**src/rtl/ps2_pkg.sv**
```systemverilog
// ps2_pkg
// Shared constants and types for the PS/2 key scanner: the PS/2 set-2
// prefix bytes, the frame length and the key-tracking state encoding.
package ps2_pkg;

  // Break (key release) prefix and extended-key prefix bytes.
  localparam logic [7:0] PS2_BREAK = 8'hF0;
  localparam logic [7:0] PS2_EXT   = 8'hE0;

  // Start + 8 data + parity + stop.
  localparam int         FRAME_LEN = 11;
  localparam logic [3:0] STOP_IDX  = 4'(FRAME_LEN - 1);

  typedef enum logic [1:0] {
    IDLE    = 2'd0,
    PRESSED = 2'd1,
    BREAK   = 2'd2
  } key_state_t;

endpackage

```
**src/rtl/ps2_rx.sv**
```systemverilog
// ps2_rx
// PS/2 frame receiver. Synchronizes the raw PS/2 clock and data, detects
// falling edges of the PS/2 clock, assembles 11-bit frames, checks start,
// stop and odd parity, and discards a partial frame after a long idle gap.
//
// Ports:
//   clk         system clock
//   rst_n       asynchronous active-low reset
//   ps2_clk     raw PS/2 clock (asynchronous)
//   ps2_data    raw PS/2 data (asynchronous)
//   byte_valid  one-cycle pulse when a good frame completes
//   rx_byte     last good data byte, held until the next good frame
//   frame_err   one-cycle pulse when a frame fails start/stop/parity
module ps2_rx
  import ps2_pkg::*;
#(
  parameter int TIMEOUT_CYCLES = 50000
) (
  input  logic       clk,
  input  logic       rst_n,
  input  logic       ps2_clk,
  input  logic       ps2_data,
  output logic       byte_valid,
  output logic [7:0] rx_byte,
  output logic       frame_err
);

  localparam logic [15:0] TIMEOUT_VAL = 16'(TIMEOUT_CYCLES);

  logic [2:0] clk_sync;   // [1:0] synchronizer, [2] previous sample for edge detect
  logic [1:0] data_sync;
  logic       fall_p0;
  logic       fall_p1;
  logic       data_p1;

  logic [3:0]  bitcnt;
  logic [9:0]  frame;     // start, data[7:0], parity; stop is checked on arrival
  logic [15:0] idle_cnt;
  logic        frame_good;

  // ---- stage p0: two-flop synchronizers plus edge history on ps2_clk ----
  always_ff @(posedge clk or negedge rst_n) begin
    if (!rst_n) begin
      clk_sync  <= '0;
      data_sync <= '0;
    end else begin
      clk_sync  <= {clk_sync[1:0], ps2_clk};
      data_sync <= {data_sync[0], ps2_data};
    end
  end

  assign fall_p0 = clk_sync[2] & ~clk_sync[1];

  // ---- stage p1: registered edge strobe with its aligned data bit ----
  always_ff @(posedge clk or negedge rst_n) begin
    if (!rst_n) begin
      fall_p1 <= 1'b0;
      data_p1 <= 1'b0;
    end else begin
      fall_p1 <= fall_p0;
      data_p1 <= data_sync[1];
    end
  end

  // The stop bit is the bit arriving with this strobe, so it is taken
  // straight from data_p1 rather than stored into the frame.
  assign frame_good = ~frame[0] & data_p1 & (^frame[9:1]);

  // ---- stage p2: bit assembly, frame check and idle timeout ----
  always_ff @(posedge clk or negedge rst_n) begin
    if (!rst_n) begin
      bitcnt     <= '0;
      frame      <= '0;
      idle_cnt   <= '0;
      rx_byte    <= '0;
      byte_valid <= 1'b0;
      frame_err  <= 1'b0;
    end else begin
      byte_valid <= 1'b0;
      frame_err  <= 1'b0;
      if (fall_p1) begin
        // A falling edge always wins over a coincident timeout.
        idle_cnt <= '0;
        if (bitcnt == STOP_IDX) begin
          bitcnt <= '0;
          if (frame_good) begin
            byte_valid <= 1'b1;
            rx_byte    <= frame[8:1];
          end else begin
            frame_err  <= 1'b1;
          end
        end else begin
          frame[bitcnt] <= data_p1;
          bitcnt        <= bitcnt + 4'd1;
        end
      end else begin
        // Saturate so a long idle line never wraps back into a false timeout.
        if (idle_cnt != TIMEOUT_VAL) begin
          idle_cnt <= idle_cnt + 16'd1;
        end else if (bitcnt != '0) begin
          bitcnt <= '0;
        end
      end
    end
  end

endmodule

```
**src/rtl/ps2_key_scanner.sv**
```systemverilog
// ps2_key_scanner
// Tracks make/break scan codes from a PS/2 keyboard and presents the held
// (or last) key code and a two-digit BCD press count as four nibbles for
// downstream seven-segment decoders.
//
// Ports:
//   clk, rst_n  system clock, asynchronous active-low reset
//   ps2_clk     raw PS/2 clock
//   ps2_data    raw PS/2 data
//   byte_valid  one-cycle pulse per good received byte
//   rx_byte     last good received byte
//   frame_err   one-cycle pulse per bad frame
//   code_hi     upper nibble of the held/last scan code
//   code_lo     lower nibble of the held/last scan code
//   cnt_tens    BCD tens digit of the press count
//   cnt_ones    BCD ones digit of the press count
//   seg_en      high while a key is held (blanks code digits when low)
module ps2_key_scanner
  import ps2_pkg::*;
#(
  parameter int TIMEOUT_CYCLES = 50000
) (
  input  logic       clk,
  input  logic       rst_n,
  input  logic       ps2_clk,
  input  logic       ps2_data,
  output logic       byte_valid,
  output logic [7:0] rx_byte,
  output logic       frame_err,
  output logic [3:0] code_hi,
  output logic [3:0] code_lo,
  output logic [3:0] cnt_tens,
  output logic [3:0] cnt_ones,
  output logic       seg_en
);

  key_state_t state, state_nx;
  logic [7:0] code, code_nx;
  logic [7:0] count, count_nx;    // {tens, ones}
  logic       held, held_nx;

  // Two-digit BCD increment; 99 wraps to 00.
  function automatic logic [7:0] bcd_inc(input logic [7:0] v);
    logic [3:0] tens;
    logic [3:0] ones;
    tens = v[7:4];
    ones = v[3:0];
    if (ones >= 4'd9) begin
      ones = 4'd0;
      tens = (tens >= 4'd9) ? 4'd0 : tens + 4'd1;
    end else begin
      ones = ones + 4'd1;
    end
    return {tens, ones};
  endfunction

  ps2_rx #(
    .TIMEOUT_CYCLES(TIMEOUT_CYCLES)
  ) u_rx (
    .clk       (clk),
    .rst_n     (rst_n),
    .ps2_clk   (ps2_clk),
    .ps2_data  (ps2_data),
    .byte_valid(byte_valid),
    .rx_byte   (rx_byte),
    .frame_err (frame_err)
  );

  // ---- stage p3: key tracking on each received byte ----
  always_comb begin
    state_nx = state;
    code_nx  = code;
    count_nx = count;
    held_nx  = held;
    // Extended prefix carries no key identity of its own and is ignored.
    if (byte_valid && (rx_byte != PS2_EXT)) begin
      case (state)
        IDLE: begin
          if (rx_byte == PS2_BREAK) begin
            state_nx = BREAK;
          end else begin
            code_nx  = rx_byte;
            count_nx = bcd_inc(count);
            held_nx  = 1'b1;
            state_nx = PRESSED;
          end
        end
        PRESSED: begin
          if (rx_byte == PS2_BREAK) begin
            state_nx = BREAK;
          end else if (rx_byte != code) begin
            // A byte equal to the held code is typematic repeat.
            code_nx  = rx_byte;
            count_nx = bcd_inc(count);
          end
        end
        BREAK: begin
          if (rx_byte == code) begin
            held_nx  = 1'b0;
            state_nx = IDLE;
          end else begin
            // Release of some other key: the held key is still down.
            state_nx = held ? PRESSED : IDLE;
          end
        end
        default: state_nx = IDLE;
      endcase
    end
  end

  always_ff @(posedge clk or negedge rst_n) begin
    if (!rst_n) begin
      state <= IDLE;
      code  <= '0;
      count <= '0;
      held  <= 1'b0;
    end else begin
      state <= state_nx;
      code  <= code_nx;
      count <= count_nx;
      held  <= held_nx;
    end
  end

  assign code_hi  = code[7:4];
  assign code_lo  = code[3:0];
  assign cnt_tens = count[7:4];
  assign cnt_ones = count[3:0];
  assign seg_en   = held;

endmodule

```
**config.mk**
```make
export PLATFORM = sky130hd
export DESIGN_NAME = ps2_key_scanner
export DESIGN_NICKNAME = d
export VERILOG_FILES = /design/src/rtl/ps2_pkg.sv /design/src/rtl/ps2_rx.sv /design/src/rtl/ps2_key_scanner.sv
export SDC_FILE = /design/constraint.sdc
export NUM_CORES = 1
export LEC_CHECK = 0
export BUFFER_PORTS_ARGS = -buffer_cell sky130_fd_sc_hd__buf_2
export CORE_MARGIN = 2
export CORE_UTILIZATION = 40
export DETAILED_ROUTE_END_ITERATION = 6
export PLACE_DENSITY = 0.56
export SLEW_MARGIN = 10
export SYNTH_ARGS = -nofsm -noshare
export SYNTH_HDL_FRONTEND = slang
export SYNTH_HIERARCHICAL = 1
export SYNTH_SLANG_ARGS = --single-unit
```
**constraint.sdc**
```tcl
create_clock -name clk -period 2.2 [get_ports clk]
set_clock_uncertainty 0.05 [all_clocks]
set_input_delay 0.44 -clock clk [delete_from_list [all_inputs] [get_ports clk]]
set_output_delay 0.44 -clock clk [all_outputs]
set_load 0.02 [all_outputs]
```
* Word-level counts from Yosys, hierarchy flattened
Cells that the tools add are included.
** Word-level totals
- Logic and storage cells :: 91
- Flip-flop bits (word level) :: 66
- Bits of input ports :: 4
** Operators by class
- $add $sub $neg :: 4
- Reductions and logical operators :: 15
- Order comparisons :: 4
- Eq/ne operators :: 14
- Bitwise gates (word level) :: 6
- Muxes and demuxes :: 34
** Operators with widths (count)
- $mux W8 :: 6
- $mux W16 :: 2
- $pmux W8 S2 :: 2
- $mux W4 :: 7
- $add A16 B1 Y16 const B :: 1
- $ne A16 B16 Y1 const B :: 1
- $add A4 B1 Y4 const B :: 3
- $mux W1 :: 11
- $bwmux W10 :: 1
- $ne A2 B2 Y1 const B :: 5
- $reduce_xor A9 Y1 :: 1
- $eq A8 B8 Y1 :: 1
- $eq A8 B8 Y1 const B :: 1
- $ge A4 B4 Y1 const B :: 2
- $ne A8 B8 Y1 :: 1
- $ne A8 B8 Y1 const B :: 1
- $reduce_bool A2 Y1 :: 4
- $pmux W2 S3 :: 1
- $reduce_and A2 Y1 :: 3
- $lt A4 B5 Y1 const B :: 1
- $reduce_and A5 Y1 :: 1
- $demux W1 S4 :: 1
- $eq A4 B4 Y1 const B :: 1
- $ge A4 B1 Y1 const B :: 1
- other kinds (12) :: 18

* Depth between registers and ports, before layout
- Word-level depth :: 6
- Gate-level depth with buffers :: 7

* By module
Netlist, hierarchy kept.
** By module, submodules not included
- ps2_rx :: seq. area each 1176.1 um^2, cells an instance 187, instances 1, area an instance 2208.4 um^2
- ps2_key_scanner :: seq. area each 475.5 um^2, cells an instance 93, instances 1, area an instance 1097.3 um^2

* Worst setup path after synthesis
No wires, ideal clock.
- Path type :: flip-flop to flip-flop
- Start :: reg u_rx.idle_cnt[13]
- End :: reg u_rx.bitcnt[1]
- Path buffers :: 0
- Path slack :: 301 ps
- Period minus slack after synthesis :: 1899 ps
- Cell stages (with the launch flop) :: 5
- Arrival time :: 1723 ps
- Cell sequence :: dfrtp_1 > or4_4 > nor4_4 > nor2_2 > a221o_1
** Between the ends
- Cells in the longest elaborated chain, start to end :: 3
** Ends and longest elaborated chain
- from (decl) :: RTL line ps2_rx.sv:38 : logic [15:0] idle_cnt;
- from (signal assigned) :: RTL line ps2_rx.sv:99 : idle_cnt <= idle_cnt + 16'd1;
- $ne A16 B16 Y1 :: RTL line ps2_rx.sv:98 : if (idle_cnt != TIMEOUT_VAL) begin
- $ne A2 B1 Y1 (no source line)
- $reduce_and A2 Y1 (no source line)
- to (signal assigned) :: RTL line ps2_rx.sv:94 : bitcnt <= bitcnt + 4'd1;
- to (decl) :: RTL line ps2_rx.sv:36 : logic [3:0] bitcnt;
Every way passes these cells.
A chain may end at the register's enable or synchronous reset.

* Worst setup path after layout
- Start :: reg u_rx.frame[3]
- End :: reg u_rx.rx_byte[3]
** Between the ends
- Cells in the longest elaborated chain, start to end :: 3
** Ends and longest elaborated chain
- from (decl) :: RTL line ps2_rx.sv:37 : logic [9:0] frame;
- from (signal, indexed assignment) :: RTL line ps2_rx.sv:93 : frame[bitcnt] <= data_p1;
- $reduce_xor A9 Y1 :: RTL line ps2_rx.sv:67 : assign frame_good = ~frame[0] & data_p1 & (^frame[9:1]);
- $and A1 B1 Y1 :: RTL line ps2_rx.sv:67
- $reduce_and A3 Y1 (no source line)
- to (signal assigned) :: RTL line ps2_rx.sv:88 : rx_byte <= frame[8:1];
- to (decl) :: RTL line ps2_rx.sv:24 : output logic [7:0] rx_byte,
Every way passes these cells.

==> results.md <==
* Htree depth at 3
* Synth-to-Final Area Change at 15.6%
* Share of flip-flops with an asynchronous set or reset at 100%
* M1 WL at 2950 um
* Hold-fix buffers at CTS at 0
* Critical Path AT at 2.22 ns
* CTS tree: done
* Dpl cells at 419
* Crit path time final at 2.04 ns
* EDFF count, synth at 0
* Period utilization at 92.8%
* Crit path launch: u_rx/frame[3]
* Via Count at 2201
* Critical Path RT at 2.38 ns
* Final Non-Filler Cells at 435
* Warnings, synthesis at 6
* CTS Buf Count at 9
* DRT iter0 DRCs at 121
* CTS Sinks at 66
* Crit Path Category: flip-flop to flip-flop
* Relative slew slack at 69.7%
* Outcome: finished, final reports clean
* Setup Viol. Count Final at 0
* Final Hold Fails at 0
* Final setup TNS at 0 ns
* Synthesized flop and latch total at 66
* Post-Syn Instances at 280
* Max cap viols at 0
* R2R Path End: u_rx/rx_byte[3]
* Skew-Pair Late Insertion Delay at 0.34 ns
* Yosys cell types at 61
* Post-CTS setup buffer count at 0
* Setup crit end: u_rx/rx_byte[3]
* Dominant synthesized flop cell: dfrtp_1
* Worst Max-Slew Pin Slew at 0.443 ns
* Highest metal used: met4
* Final WL at 6020 um
* RSZ-0062 raised after global routing: false
* PwrDens at 905 nW/um^2
* Post-CTS sizing at 0
* WL met3 at 221 um
* Vias in the first global route at 2132
* Post-DRT Antenna Nets at 0
* Clock slew at reported path FFs at 0.07 ns
* Slack of the worst reg-to-reg path at 0.16 ns
* Cell area after synthesis at 3310 sq um
* Worst flop-to-flop path startpoint: u_rx/frame[3]
* Maximum VDD drop at 372 uV
* PortBufs at 30
* FP Rows at 33
* Avg WL per Cell at 13.8 um
* DR vias/cell at 5.06
* DP HPWL at 4170 um
* Num ports at 31
* Clk buf depth at 2
* Root buffer cell: clkbuf_8
* Initial core utilization at 40.8%
* Detailed Routing Iterations Pass 1 at 4
* Max-slew violation count at 0
* Post-Syn Nets at 292
* Number of remaining DRC errors at 0
* Worst setup EP type: flip-flop
* Fmax achieved at 490 MHz
* Die area at 9010 sq um
* Share of cells above drive strength 1 at 27.3%
* Antenna violations before repair at 0
* Die Wd at 94.9 um
* Worst r2r path cells at 4
* Placer congestion estimate at 0.796
* Global Route Usage Sum at 15.1%
* Nets at 337
* Total grt overflow at 0
* Largest net degree at the start of global routing at 67
* First-pass GRT wire length at 10500 um
* Syn_area_per_cell at 11.8 sq um
* Die Y at 94.9 um
* Diodes inserted at 0
* CP Launch Type: flip-flop
* Leak at 0.00191 uW
* Register area share after synthesis at 50.0%
* Fillers at 777
* Core Region at 8090 sq um
* Hold crit path type: input pin to async pin
* Met2 wire length at 2730 um
* Crit Path Max Fanout at 9
cells in the final DEF, fill, tap and decap left out, types with 2 or more instances in the layout:
master / instances
nor4_4: 3
a32o_1: 2
or3_1: 2
o21ai_1: 2
mux2i_1: 4
buf_4: 8
nor2b_1: 5
xor2_1: 15
nand2b_1: 8
mux2_1: 9
clkinv_2: 3
o2bb2ai_1: 2
nand4b_1: 2
o21ai_0: 3
buf_2: 30
nand2_1: 11
nor2_1: 23
nand3_1: 9
dfrtp_1: 66
ha_1: 8
nand4_1: 3
clkbuf_8: 10
mux2_2: 18
nor3_1: 7
xnor2_1: 9
o31ai_1: 2
nor4_1: 4
and3_1: 3
a21oi_1: 7
inv_1: 15
a221o_1: 2
kinds of logic after synthesis:
group	share of synthesized area (%)
adders and majority gates	3.03
AOI/OAI and AO/OA	7.12
DFF	50.0
xor gates and xnor gates	7.76
buffers and inverters	2.91
and+or+nand+nor	18.1
muxes	11.1
per-layer routing:
layer,vias to the layer above,GRT usage (%)
met4,0,7.25
met2,39,22.6
met3,10,3.43
li1,1088,-
met5,-,0
met1,1064,20.6
how the worst min path moves through the flow:
stage	end	slack [ns]	cells after the start
3_5_place_dp	u_rx/data_p1	0.29	0
3_3_place_gp	u_rx/data_sync[1]	0.28	0
4_1_cts	code[1]	0.07	2
5_1_grt	code[1]	0.07	2
6_report	code[1]	0.06	2
2_1_floorplan	code[0]	0.09	0
sequential cells by signal, summed over array words and instances, names as in the netlist, 2 cells and up:
signal / flops
code: 8
count: 8
state: 2
u_rx/bitcnt: 4
u_rx/clk_sync: 3
u_rx/data_sync: 2
u_rx/frame: 10
u_rx/idle_cnt: 16
u_rx/rx_byte: 8
per-stage QoR:
step	setup slack [ns]	area [sq um]	utilization [%]	total power [uW]	hold slack (ns)
after floorplan	0.301	3310	-	2270	0.0944
after global placement	0.217	3630	44.8	2450	0.282
after detailed placement	0.159	3630	44.8	2480	0.287
after CTS	0.146	3820	47.2	3500	0.0698
after global routing	0.0942	3820	47.2	3680	0.0720
final	0.158	3820	47.2	3460	0.0589
worst max-delay path, stage by stage, from the launching register on:
cell	delay, ns
dfrtp_1	0.40
xor2_1	0.17
xnor3_1	0.48
mux2i_4	0.44
mux2_2	0.39
synthesized netlist by cell type (3+ instances only):
| cell type | instances | area [sq um] |
|---|---|---|
| o21ai_0 | 3 | 15.0 |
| mux2i_1 | 4 | 40.0 |
| nor2b_1 | 5 | 31.3 |
| a21oi_1 | 7 | 35.0 |
| dfrtp_1 | 66 | 1650 |
| nand3_1 | 9 | 45.0 |
| inv_1 | 15 | 56.3 |
| nor4_4 | 3 | 63.8 |
| nor3_1 | 7 | 35.0 |
| mux2_2 | 18 | 203 |
| xor2_1 | 15 | 131 |
| ha_1 | 8 | 100 |
| nor2_1 | 23 | 86.3 |
| nand4_1 | 3 | 18.8 |
| nor4_1 | 4 | 25.0 |
| and3_1 | 3 | 18.8 |
| xnor2_1 | 9 | 78.8 |
| nand2_1 | 11 | 41.3 |
| nand2b_1 | 8 | 50.1 |
| mux2_1 | 9 | 101 |
power by group:
group	internal (uW)	switching (uW)	leakage (uW)	total [uW]
sequential	1370	181	0.000885	1550
clock	551	463	0.000103	1010
combinational	481	415	0.000924	895
cell type report:
class / instances / area [sq um] / area share (%)
multi-input cells: 194 / 1560 / 40.8
clock buffers: 11 / 141 / 3.70
repair buffers: 39 / 230 / 6.02
well taps: 105 / 131 / 3.44
inverters: 15 / 56.3 / 1.47
clock inverters: 5 / 53.8 / 1.41
flip-flops and latches: 66 / 1650 / 43.2
Power figures use the tool's default switching activity.
